--- src/rtl/dpot_sweep_gen_pkg.sv ---
// Shared encodings for the DPOT sweep generator: waveform modes, FSM states,
// ramp direction and the default dwell-counter width.
package dpot_sweep_gen_pkg;

  localparam int unsigned HOLD_W_DEF = 16;

  typedef enum logic [1:0] {
    MODE_SAW_UP  = 2'd0,
    MODE_SAW_DN  = 2'd1,
    MODE_TRI     = 2'd2,
    MODE_ONESHOT = 2'd3
  } mode_e;

  typedef enum logic [2:0] {
    ST_IDLE = 3'd0,
    ST_LOAD = 3'd1,
    ST_REQ  = 3'd2,
    ST_XFER = 3'd3,
    ST_HOLD = 3'd4,
    ST_STEP = 3'd5
  } state_e;

  typedef enum logic {
    DIR_UP = 1'b0,
    DIR_DN = 1'b1
  } dir_e;

endpackage

--- src/rtl/dpot_next_code.sv ---
// Combinational next-code rule for the sweep: given the current code, step,
// bounds, direction and mode, produce the next code, direction and wrap flag.
module dpot_next_code
  import dpot_sweep_gen_pkg::*;
(
  input  logic [7:0] v,
  input  logic [7:0] s,
  input  logic [7:0] lo,
  input  logic [7:0] hi,
  input  dir_e       dir,
  input  mode_e      mode,
  output logic [7:0] v_next,
  output dir_e       dir_next,
  output logic       wrap
);

  // 9-bit sums so that v+s and lo+s never wrap at 255
  logic [8:0] up_sum;
  logic [8:0] lo_sum;

  always_comb begin
    up_sum   = {1'b0, v} + {1'b0, s};
    lo_sum   = {1'b0, lo} + {1'b0, s};
    v_next   = v;
    dir_next = dir;
    wrap     = 1'b0;
    case (mode)
      MODE_SAW_UP: begin
        if (up_sum > {1'b0, hi}) begin
          v_next = lo;
          wrap   = 1'b1;
        end else begin
          v_next = up_sum[7:0];
        end
      end
      MODE_ONESHOT: begin
        v_next = (up_sum > {1'b0, hi}) ? hi : up_sum[7:0];
      end
      MODE_SAW_DN: begin
        if ({1'b0, v} < lo_sum) begin
          v_next = hi;
          wrap   = 1'b1;
        end else begin
          v_next = v - s;
        end
      end
      MODE_TRI: begin
        // clamping at both ends guarantees lo and hi are always emitted
        if (dir == DIR_UP) begin
          if (up_sum >= {1'b0, hi}) begin
            v_next   = hi;
            dir_next = DIR_DN;
          end else begin
            v_next = up_sum[7:0];
          end
        end else begin
          if ({1'b0, v} <= lo_sum) begin
            v_next   = lo;
            dir_next = DIR_UP;
            wrap     = 1'b1;
          end else begin
            v_next = v - s;
          end
        end
      end
      default: ;
    endcase
  end

endmodule

--- src/rtl/dpot_sweep_gen.sv ---
// Wiper-code sweep generator feeding the Pmod DPOT SPI interface through its
// update/ready handshake; runs entirely in the SCLK domain.
module dpot_sweep_gen
  import dpot_sweep_gen_pkg::*;
#(
  parameter int unsigned HOLD_W = HOLD_W_DEF
) (
  input  logic              SCLK,
  input  logic              rst,
  input  logic              enable,
  input  logic [1:0]        mode,
  input  logic [7:0]        lo,
  input  logic [7:0]        hi,
  input  logic [7:0]        step,
  input  logic [HOLD_W-1:0] hold,
  input  logic              ready,
  output logic [7:0]        value,
  output logic              update,
  output logic              busy,
  output logic              period,
  output logic              done,
  output logic              cfg_err
);

  state_e            state;
  state_e            state_next;
  mode_e             mode_r;
  logic [7:0]        lo_r;
  logic [7:0]        hi_r;
  logic [7:0]        s_r;
  logic [HOLD_W-1:0] hold_r;
  logic [HOLD_W-1:0] cnt;
  dir_e              dir;
  logic              en_q;

  logic [7:0]        nv;
  dir_e              nd;
  logic              nwrap;
  logic              start;
  logic              bad_cfg;

  dpot_next_code u_next (
    .v        (value),
    .s        (s_r),
    .lo       (lo_r),
    .hi       (hi_r),
    .dir      (dir),
    .mode     (mode_r),
    .v_next   (nv),
    .dir_next (nd),
    .wrap     (nwrap)
  );

  // After a one-shot finish or a bad config, enable must be seen low before
  // restarting; otherwise a held-high enable would loop through LOAD forever.
  assign start   = enable && (!(done || cfg_err) || !en_q);
  assign bad_cfg = (lo > hi);

  always_ff @(posedge SCLK or posedge rst) begin
    if (rst) state <= ST_IDLE;
    else     state <= state_next;
  end

  always_comb begin
    state_next = state;
    case (state)
      ST_IDLE: if (start) state_next = ST_LOAD;
      ST_LOAD: state_next = bad_cfg ? ST_IDLE : ST_REQ;
      ST_REQ:  if (!ready) state_next = ST_XFER;
      ST_XFER: begin
        if (ready) begin
          if (!enable)
            state_next = ST_IDLE;
          else if (mode_r == MODE_ONESHOT && value == hi_r)
            state_next = ST_IDLE;
          else
            state_next = ST_HOLD;
        end
      end
      ST_HOLD: if (cnt == '0) state_next = ST_STEP;
      ST_STEP: state_next = ST_REQ;
      default: state_next = ST_IDLE;
    endcase
  end

  always_comb begin
    busy = (state != ST_IDLE);
  end

  always_ff @(posedge SCLK or posedge rst) begin
    if (rst) begin
      value   <= '0;
      update  <= 1'b0;
      period  <= 1'b0;
      done    <= 1'b0;
      cfg_err <= 1'b0;
      dir     <= DIR_UP;
      cnt     <= '0;
      en_q    <= 1'b0;
      mode_r  <= MODE_SAW_UP;
      lo_r    <= '0;
      hi_r    <= '0;
      s_r     <= 8'd1;
      hold_r  <= '0;
    end else begin
      en_q   <= enable;
      update <= (state_next == ST_REQ);
      period <= 1'b0;
      case (state)
        ST_IDLE: begin
          if (state_next == ST_LOAD) begin
            done    <= 1'b0;
            cfg_err <= 1'b0;
          end
        end
        ST_LOAD: begin
          mode_r <= mode_e'(mode);
          lo_r   <= lo;
          hi_r   <= hi;
          s_r    <= (step == '0) ? 8'd1 : step;
          hold_r <= hold;
          if (bad_cfg) begin
            cfg_err <= 1'b1;
          end else begin
            value <= (mode == MODE_SAW_DN) ? hi : lo;
            dir   <= (mode == MODE_SAW_DN) ? DIR_DN : DIR_UP;
          end
        end
        ST_XFER: begin
          if (ready) begin
            if (enable && mode_r == MODE_ONESHOT && value == hi_r) done <= 1'b1;
            cnt <= hold_r;
          end
        end
        ST_HOLD: begin
          if (cnt != '0) cnt <= cnt - HOLD_W'(1);
        end
        ST_STEP: begin
          value  <= nv;
          dir    <= nd;
          period <= nwrap;
        end
        default: ;
      endcase
    end
  end

endmodule

--- config.mk ---
export PLATFORM = sky130hd
export DESIGN_NAME = dpot_sweep_gen
export DESIGN_NICKNAME = d
export VERILOG_FILES = /design/src/rtl/dpot_sweep_gen_pkg.sv /design/src/rtl/dpot_next_code.sv /design/src/rtl/dpot_sweep_gen.sv
export SDC_FILE = /design/constraint.sdc
export NUM_CORES = 1
export LEC_CHECK = 0
export CAP_MARGIN = 0
export CORE_UTILIZATION = 40
export CTS_BUF_LIST = sky130_fd_sc_hd__clkbuf_2
export DETAILED_ROUTE_END_ITERATION = 8
export GPL_TIMING_DRIVEN = 0
export MAX_ROUTING_LAYER = met4
export SLEW_MARGIN = 20
export SYNTH_ARGS = -nofsm -noshare
export SYNTH_HDL_FRONTEND = slang
export SYNTH_SLANG_ARGS = --single-unit
export TNS_END_PERCENT = 10
--- constraint.sdc ---
create_clock -name SCLK -period 5.6 [get_ports SCLK]
set_input_delay 1.12 -clock SCLK [delete_from_list [all_inputs] [get_ports SCLK]]
set_output_delay 1.12 -clock SCLK [all_outputs]
set_load 0.005 [all_outputs]
Word level (Yosys, flattened, before mapping). Index checks and enable logic that the tools add are counted.

$add $sub $neg: 4. Multipliers: 0. Div/mod/pow operators: 0. Order comparisons: 5. Equality and inequality tests: 19. Shift operators: 0. Muxes and demuxes: 41. Bitwise gates (word level): 0. Reduce and logical (&&, ||, !) cells: 23.

Operator list (number): two-way mux 8 bit (9); two-way mux 16 bit (2); case mux 16 bit (2 select lines) (1); case mux 8 bit (4 select lines) (1); adder 8 x 8 -> 9 bit (2); two-way mux 3 bit (6); case mux 3 bit (6 select lines) (1); zero test 16 bit (1); case mux 8 bit (2 select lines) (1); nonzero test 16 bit (1); subtractor 16 x 1 -> 16 bit (second input constant) (1); two-way mux 1 bit (15); inequality test 2 bit (second input constant) (6); equality test 3 x 2 -> 1 bit (second input constant) (3); >= comparator 9 x 8 -> 1 bit (1); greater-than comparator 9 x 8 -> 1 bit (1); <= comparator 8 x 9 -> 1 bit (1); < comparator 8 x 9 -> 1 bit (1); AND reduction 3 bit (3); equality test 8 bit (1); greater-than comparator 8 bit (1); zero test 8 bit (1); nonzero test 2 bit (4); subtractor 8 bit (1); other kinds (16) (27).

Register bits: 75. Latch bits: 0. Memory bits (writable): 0. Memory bits (read-only): 0. Bits of input ports: 46. Output and inout port bits: 13. Logic and storage cells: 106. Memories: 0.

Depth between registers and ports, before layout. Gate-level depths: netlist (run 1).

Depth in word-level cells: 9. Mapped depth: 17. Depth with buffers taken out: 15.

Cells and area by module. Synthesis (run 1) repeated with hierarchy kept, for this count alone.

Cells, all modules: 644. Area total of the unflattened synthesis: 5903.2 um2.

Modules (own cells, without submodules): dpot_sweep_gen (instances 1, cells each 357, area an instance 3789.9 um2, sequential area each 1878.1 um2); dpot_next_code (instances 1, cells each 287, area an instance 2113.3 um2, sequential area each 0.0 um2).

Least setup slack after synthesis (run 1). Ideal clock, no wire load.

Kind: reg-to-reg. Start point: register value[2]. End point: register value[3]. Library setup time: 0.129 ns. Arrival: 3.838 ns. Data required time: 5.471 ns. Slack: 1.632 ns. Cell stages (with the launch flop): 16. Buffers on the path: 2. Clock period less this slack: 3.968 ns. Cell sequence: dfrtp_1 > ha_1 > clkbuf_1 > nand2b_1 > a221oi_2 > nor4_1 > a211oi_1 > ha_1 > a2111oi_0 > o21ai_1 > o21ai_0 > and3_1 > buf_2 > mux2i_1 > o22ai_1 > o41a_1.

Longest elaborated chain between the ends: 6. Elaborated cells on any way between the ends: 14. Classes of those cells: 2 x add/sub; 4 x order compare; 8 x mux.

RTL lines: start, declared (line dpot_sweep_gen.sv:17) `output logic [7:0] value,`; start signal, assigned (line dpot_sweep_gen.sv:125) `value <= (mode == MODE_SAW_DN) ? hi : lo;`; start signal, assigned (line dpot_sweep_gen.sv:139) `value <= nv;`; adder 8 x 8 -> 9 bit (line dpot_next_code.sv:22) `up_sum = {1'b0, v} + {1'b0, s};`; >= comparator 9 x 8 -> 1 bit (line dpot_next_code.sv:50) `if (up_sum >= {1'b0, hi}) begin`; two-way mux 8 bit (line dpot_next_code.sv:50); two-way mux 8 bit (line dpot_next_code.sv:49) `if (dir == DIR_UP) begin`; case mux 8 bit (4 select lines) (*) (line dpot_next_code.sv:27) `case (mode)`; case mux 8 bit (2 select lines) (*) (line dpot_sweep_gen.sv:109) `case (state)`.

Mark *: on every way between the ends. The rest lies on a longest branch, timed or not. A chain may end at the register's enable or synchronous reset.

Final worst setup path (run 1).
Start point: register value[2]. End point: register value[2].

Same word-level chain as after synthesis.

==> metrics.md, run 1 <==
| Metric | Value |
|---|---|
| Core Area | about 14,000 um2 |
| Worst hold path type | reg -> reg |
| Vias in the first global route | about 5,500 |
| Final WL | between 15 and 20 mm |
| Die width | 123 um |
| Fin Hold WS | about 0.51 ns |
| DRT iter0 DRCs | 461 |
| Sequential area share after synthesis | 0.323 |
| Initial Utilization | 0.415 |
| Num ports | between 50 and 60 |
| Worst-path maximum fanout | 9 |
| Cells on Worst Hold Path | 2 |
| Reg2reg start | value[2] |
| Worst rel slew slack | 0.242 |
| DR DRC count | 0 |
| Remaining antenna violation count after routing | 0 |
| WS Path Type | reg -> reg |
| Largest cells by area after synthesis | dfrtp_1, ha_1, nand2_1 |
| Maxcap violations | 0 |
| Antenna violations before repair | 0 |
| First-pass GRT wire length | around 30 mm |
| PnR worst setup slack | 0.552 ns |
| Most common cell in the synthesized netlist | nand2_1 |
| Post-cts hold buffer count | 0 |
| Post-synth top cells | nand2_1, dfrtp_1, a21oi_1 |
| Top FF cell, synth | dfrtp_1 |
| Rows | 43 |
| Largest net degree at the start of global routing | 44 |
| Final Max Tran Viols | 0 |
| Worst-Margin Slew | 1.13 ns |
| Clock insertion delay at the later pin of the skew report | between 0.6 and 0.7 ns |
| Startpoint types | flip-flop |
| CTS tree | done |
| Via count | around 5,700 |
| Critical R2R Capture | value[2] |
| Post-synth cell types | 67 |
| R2r setup slk | about 0.55 ns |
| RSZ-0062 raised after global routing | no |
| Post-Syn Area per Cell | approximately 8 um2 |
| Clock slew at reported path FFs | about 0.23 ns |
| All-Layer GR Usage | 0.279 |
| Total CTS buffers | 9 |
| GRT overflow | 0 |
| Post-CTS resize count | 0 |
| Xor and xnor area share after synthesis | 0.0361 |
| Fin crit share | 0.902 |
| Dpl ws | ~0.35 ns |
| Clock Root Buffer | clkbuf_2 |
| Register area | approximately 1900 um2 |
| Cell count after synthesis | 727 |
| Fin Setup TNS | 0 ns |
| # H-tree levels | 3 |
| Area of the multi-input gates | around 3700 um2 |
| Die area | roughly 15,000 um2 |
| Synth Area in Adders | 0.113 |
| Port Buf Inserts | 58 |
| Hold wc startpoint | hold_r[1] |
| Mux contribution to synthesized area | 0.0327 |
| Simple logic cell fraction of the synthesized area | 0.223 |
| Post-DP HPWL | between 10 and 15 mm |
| Combinational family with the most area after synthesis | compound AO/OA/AOI/OAI gates |
| Setup crit end kind | flip-flop |
| Hold endpoint | hold_r[1] |
| Antenna Cells | 0 |
| Period minus WS final | approximately 5 ns |
| Share of layout cells above drive strength 1 | 0.0485 |
| Area grow syn2layout | 16.3% |
| Final hold vios | 0 |
| Clock Skews | 0.0516 ns |
| Sink Count | 75 |
| Syn Std Cell Area | 5820 um2 |
| Number of synthesized flops with an enable pin | 0 |
| Synth Warn # | 0 |
| Drt pass-1 iters | 6 |
| Critical Path RT | slightly above 6 ns |
| Cell taking the most area after synthesis | dfrtp_1 |
| Synth Area in Compound Gates | 0.228 |
| Clock Tree Buf Depth | 2 |
| Setup repair bufs after CTS | 0 |
| Worst R2R Path Depth | 14 |
| Final setup vio count | 0 |
| Wirelength per Cell | a little under 20 um |
| Highest Clock Rate | around 200 MHz |
| Mapped Nets | approximately 820 |
| Die height | 123 um |
| #FFs+latches synth | 75 |
| Critical path data arrival time | about 5.5 ns |
| Outcome | finished clean |
| Synth top area share | 0.318 |
| Vias per cell | 5.82 |
| RD Place Congestion | 0.922 |
| Final core utilization | 0.482 |
| Async SR Flop Fraction | 1.00 |
| NumNets Final | between 800 and 900 |
| Fill count | around 1,400 |
-- kinds of logic after synthesis --
kind of cell	Yosys count
flops	75
simple gates	282
buf+inv	67
compound gates	209
fa+ha+maj	51
mux	19
xor+xnor	24
-- worst max path at each step --
stage | slack, ns | start | cells past startpoint | to
final | 0.55 | value[2] | 14 | value[2]
after global placement | 0.49 | value[2] | 15 | value[7]
after CTS | 0.32 | value[2] | 15 | value[7]
after global routing | 0.03 | value[2] | 15 | value[7]
after detailed placement | 0.35 | value[2] | 15 | value[7]
after floorplan | 1.63 | value[2] | 15 | value[3]
-- metrics by stage --
step	cells	instance area [um2]
final	984	6770
after global placement	965	6630
after CTS	982	6750
after detailed placement	966	6660
after floorplan	727	5820
after global routing	984	6770
-- critical path, cell delays in order (launching register included) --
cell and delay [ns]:
dfrtp_1 0.56, ha_1 0.34, clkbuf_1 0.19, nand2b_1 0.22, a221oi_2 0.44, nor4_1 0.10
a211oi_1 0.60, ha_1 0.38, a2111oi_0 0.41, o21ai_1 0.18, o211a_2 0.33, nor2_1 0.56
o22ai_1 0.16, a221o_1 0.33, o22a_1 0.16
-- cells in the final DEF, fill, tap and decap left out, types with 4 or more instances in the layout --
cell	count
o21a_1	8
xnor2_1	17
nand2b_1	11
nor3_1	15
o22a_1	4
or3_4	4
a21oi_1	60
a211oi_1	6
clkbuf_1	26
o21ai_0	32
xor2_1	7
clkinvlp_4	4
and2_1	6
nand3_1	17
a21o_1	4
ha_1	48
a221o_1	4
a31oi_1	5
clkbuf_2	9
clkdlybuf4s50_1	58
nor2b_1	9
inv_1	34
mux2i_1	19
nor4_1	5
or3_1	5
o22ai_1	12
o21ai_1	26
nand2_1	144
nor2_1	46
nand4_1	7
o211ai_1	12
dfrtp_1	74
-- layout make-up --
| class | instances | area share |
|---|---|---|
| clock buffers | 9 | 0.00665 |
| multi-input cells | 585 | 0.544 |
| inverters | 35 | 0.0198 |
| clock inverters | 7 | 0.00776 |
| well taps | 180 | 0.0333 |
| flip-flops and latches | 75 | 0.277 |
| plain buffers | 32 | 0.0187 |
| repair buffers | 61 | 0.0921 |
-- registers in the layout, summed over array words and instances (netlist names) --
signal	count
cnt	16
hold_r	16
hi_r	8
lo_r	8
s_r	8
value	8
state	3
mode_r	2
cfg_err	1
dir	1
done	1
en_q	1
period	1
update	1
-- metal layers --
layer	global-route usage	vias up	routed length, um
met1	0.357	2741	8460
met4	0.0930	0	458
li1	-	2730	-
met5	-	-	0
met2	0.447	225	9220
met3	0.0460	30	1010
Power of run 1 is not shown: default switching activity piles up to over one toggle a cycle in this logic, so the estimate is an artifact.
==> run 2, diff against run 1 <==
--- a/config.mk
+++ b/config.mk
@@ -5,6 +5,7 @@
 export SDC_FILE = /design/constraint.sdc
 export NUM_CORES = 1
 export LEC_CHECK = 0
+export ABC_AREA = 1
 export CAP_MARGIN = 0
 export CORE_UTILIZATION = 40
 export CTS_BUF_LIST = sky130_fd_sc_hd__clkbuf_2
==> metrics.md, run 2 <==
| Metric | Value |
|---|---|
| Die width | approximately 130 um |
| Final setup vio count | 0 |
| Sequential area share after synthesis | 0.308 |
| Critical R2R Capture | value[0] |
| Worst-path maximum fanout | 10 |
| CTS tree | done |
| Clock Tree Buf Depth | 2 |
| Fin crit share | 0.733 |
| Largest net degree at the start of global routing | 45 |
| # H-tree levels | 3 |
| Mapped Nets | 996 |
| Post-DP HPWL | 15.3 mm |
| Synth Warn # | 0 |
| All-Layer GR Usage | 0.259 |
| Fin Setup TNS | 0 ns |
| Setup repair bufs after CTS | 0 |
| Share of layout cells above drive strength 1 | 0.0565 |
| Clock Root Buffer | clkbuf_2 |
| DRT iter0 DRCs | about 430 |
| Die area | about 16,000 um2 |
| Synth top area share | 0.303 |
| NumNets Final | 1,066 |
| Setup crit end kind | flip-flop |
| Clock Skews | ~0.024 ns |
| Area grow syn2layout | 16.7% |
| Most frequent cells in the layout | nand2_1, inv_1, nand3_1 |
| Clock slew at reported path FFs | 0.22 ns |
| Critical path data arrival time | roughly 4.6 ns |
| Clock insertion delay at the later pin of the skew report | about 0.55 ns |
| Async SR Flop Fraction | 1.00 |
| Post-cts hold buffer count | 0 |
| Initial Utilization | 0.415 |
| Num ports | roughly 60 |
| Worst R2R Path Depth | 22 |
| Reg2reg start | value[4] |
| Post-synth cell types | 44 |
| RSZ-0062 raised after global routing | no |
| Period minus WS final | 4.11 ns |
| Regs by FF count | cnt (16), hold_r (16) |
| Worst-Margin Slew | between 0.9 and 1 ns |
| Final Max Tran Viols | 0 |
| Vias in the first global route | roughly 5,700 |
| Post-CTS resize count | 0 |
| Worst rel slew slack | 0.361 |
| Die height | between 100 and 150 um |
| R2r setup slk | between 1 and 1.5 ns |
| Post-synth top cells | nand2_1, inv_1, nand3_1 |
| Drt pass-1 iters | 6 |
| Commonest non-fill, non-tap cell in the layout | nand2_1 |
| Remaining antenna violation count after routing | 0 |
| Port Buf Inserts | a little under 60 |
| Critical Path RT | 6.11 ns |
| Wirelength per Cell | around 16 um |
| PnR worst setup slack | between 1 and 1.5 ns |
| Total CTS buffers | 9 |
| Via count | about 6,000 |
| Highest Clock Rate | ~240 MHz |
| Cell taking the most area after synthesis | dfrtp_1 |
| Rows | between 40 and 50 |
| Largest cells by area after synthesis | dfrtp_1, nand2_1, ha_1 |
| WS Path Type | reg -> reg |
| Dpl ws | roughly 1.6 ns |
| Most common cell in the synthesized netlist | nand2_1 |
| Outcome | finished clean |
| Worst setup path end | value[0] |
| Core Area | 14,700 um2 |
| GRT overflow | 0 |
| Syn Std Cell Area | approximately 6100 um2 |
| Maxcap violations | 0 |
| #FFs+latches synth | 75 |
| Final hold vios | 0 |
| Number of synthesized flops with an enable pin | 0 |
| Startpoint types | flip-flop |
| Top FF cell, synth | dfrtp_1 |
| Vias per cell | a little over 5 |
| Worst hold path type | reg -> reg |
| Sink Count | 75 |
| Hold wc startpoint | hold_r[14] |
| Final WL | around 19 mm |
| First-pass GRT wire length | between 30 and 40 mm |
| Fin cells | ~1,200 |
| RD Place Congestion | 0.953 |
| DR DRC count | 0 |
| Worst setup startpoint | value[4] |
| Antenna violations before repair | 1 |
| Cell count after synthesis | roughly 900 |
| Final core utilization | 0.484 |
| Post-Syn Area per Cell | ~6.8 um2 |
| Inst Count DP | ~1,100 |
-- run 2: how the worst min path moves through the flow --
stage / end / slack (ns) / cells after the start
6_report: hold_r[14] / 0.49 / 2
5_1_grt: hold_r[2] / 0.53 / 2
4_1_cts: hold_r[14] / 0.50 / 2
3_5_place_dp: hold_r[14] / 0.46 / 2
3_3_place_gp: hold_r[2] / 0.46 / 2
2_1_floorplan: hold_r[15] / 0.44 / 2
-- run 2: cell families after synthesis --
logic type      count (synthesis)  synth area share
simple gates                  481             0.346
buf+inv                       140            0.0896
compound gates                135             0.124
flops                          75             0.308
fa+ha+maj                      51             0.108
xor+xnor                       17            0.0244
-- run 2: layout make-up --
cell class	instances	area (um2)
well taps	184	230
clock buffers	9	45.0
multi-input cells	684	3680
inverters	116	438
fillers	1557	7580
clock inverters	6	129
flip-flops and latches	75	1880
repair buffers	59	608
diodes	1	2.50
plain buffers	24	111
-- run 2: critical path: stages (launching register included) --
cell and delay, ns:
dfrtp_1 0.58, ha_1 0.50, inv_1 0.14, a21oi_1 0.19, nand3_1 0.13, a21oi_1 0.19
inv_1 0.06, nand2_1 0.05, nand2_1 0.12, ha_1 0.34, nand3_1 0.08, nor3_1 0.35
nand3_1 0.34, nand3_2 0.17, buf_2 0.24, nand2_1 0.08, nand3_1 0.08, nand2_1 0.06
inv_1 0.08, nand2_1 0.05, nand3_1 0.10, nand2_1 0.07, nand2_1 0.06
-- run 2: routing by layer --
layer / global-route usage / routed length [um] / up-vias
li1: - / - / 3082
met1: 0.330 / 8710 / 2714
met2: 0.411 / 8660 / 164
met3: 0.0325 / 949 / 39
met4: 0.113 / 715 / 0
met5: - / 0 / -
-- run 2: metrics by stage --
step,hold slack (ns),area (um2)
3_5_place_dp,0.458,6940
5_1_grt,0.528,7120
2_1_floorplan,0.437,6100
3_3_place_gp,0.457,6910
6_report,0.495,7120
4_1_cts,0.503,7120
Power of run 2 is left out for the same reason.
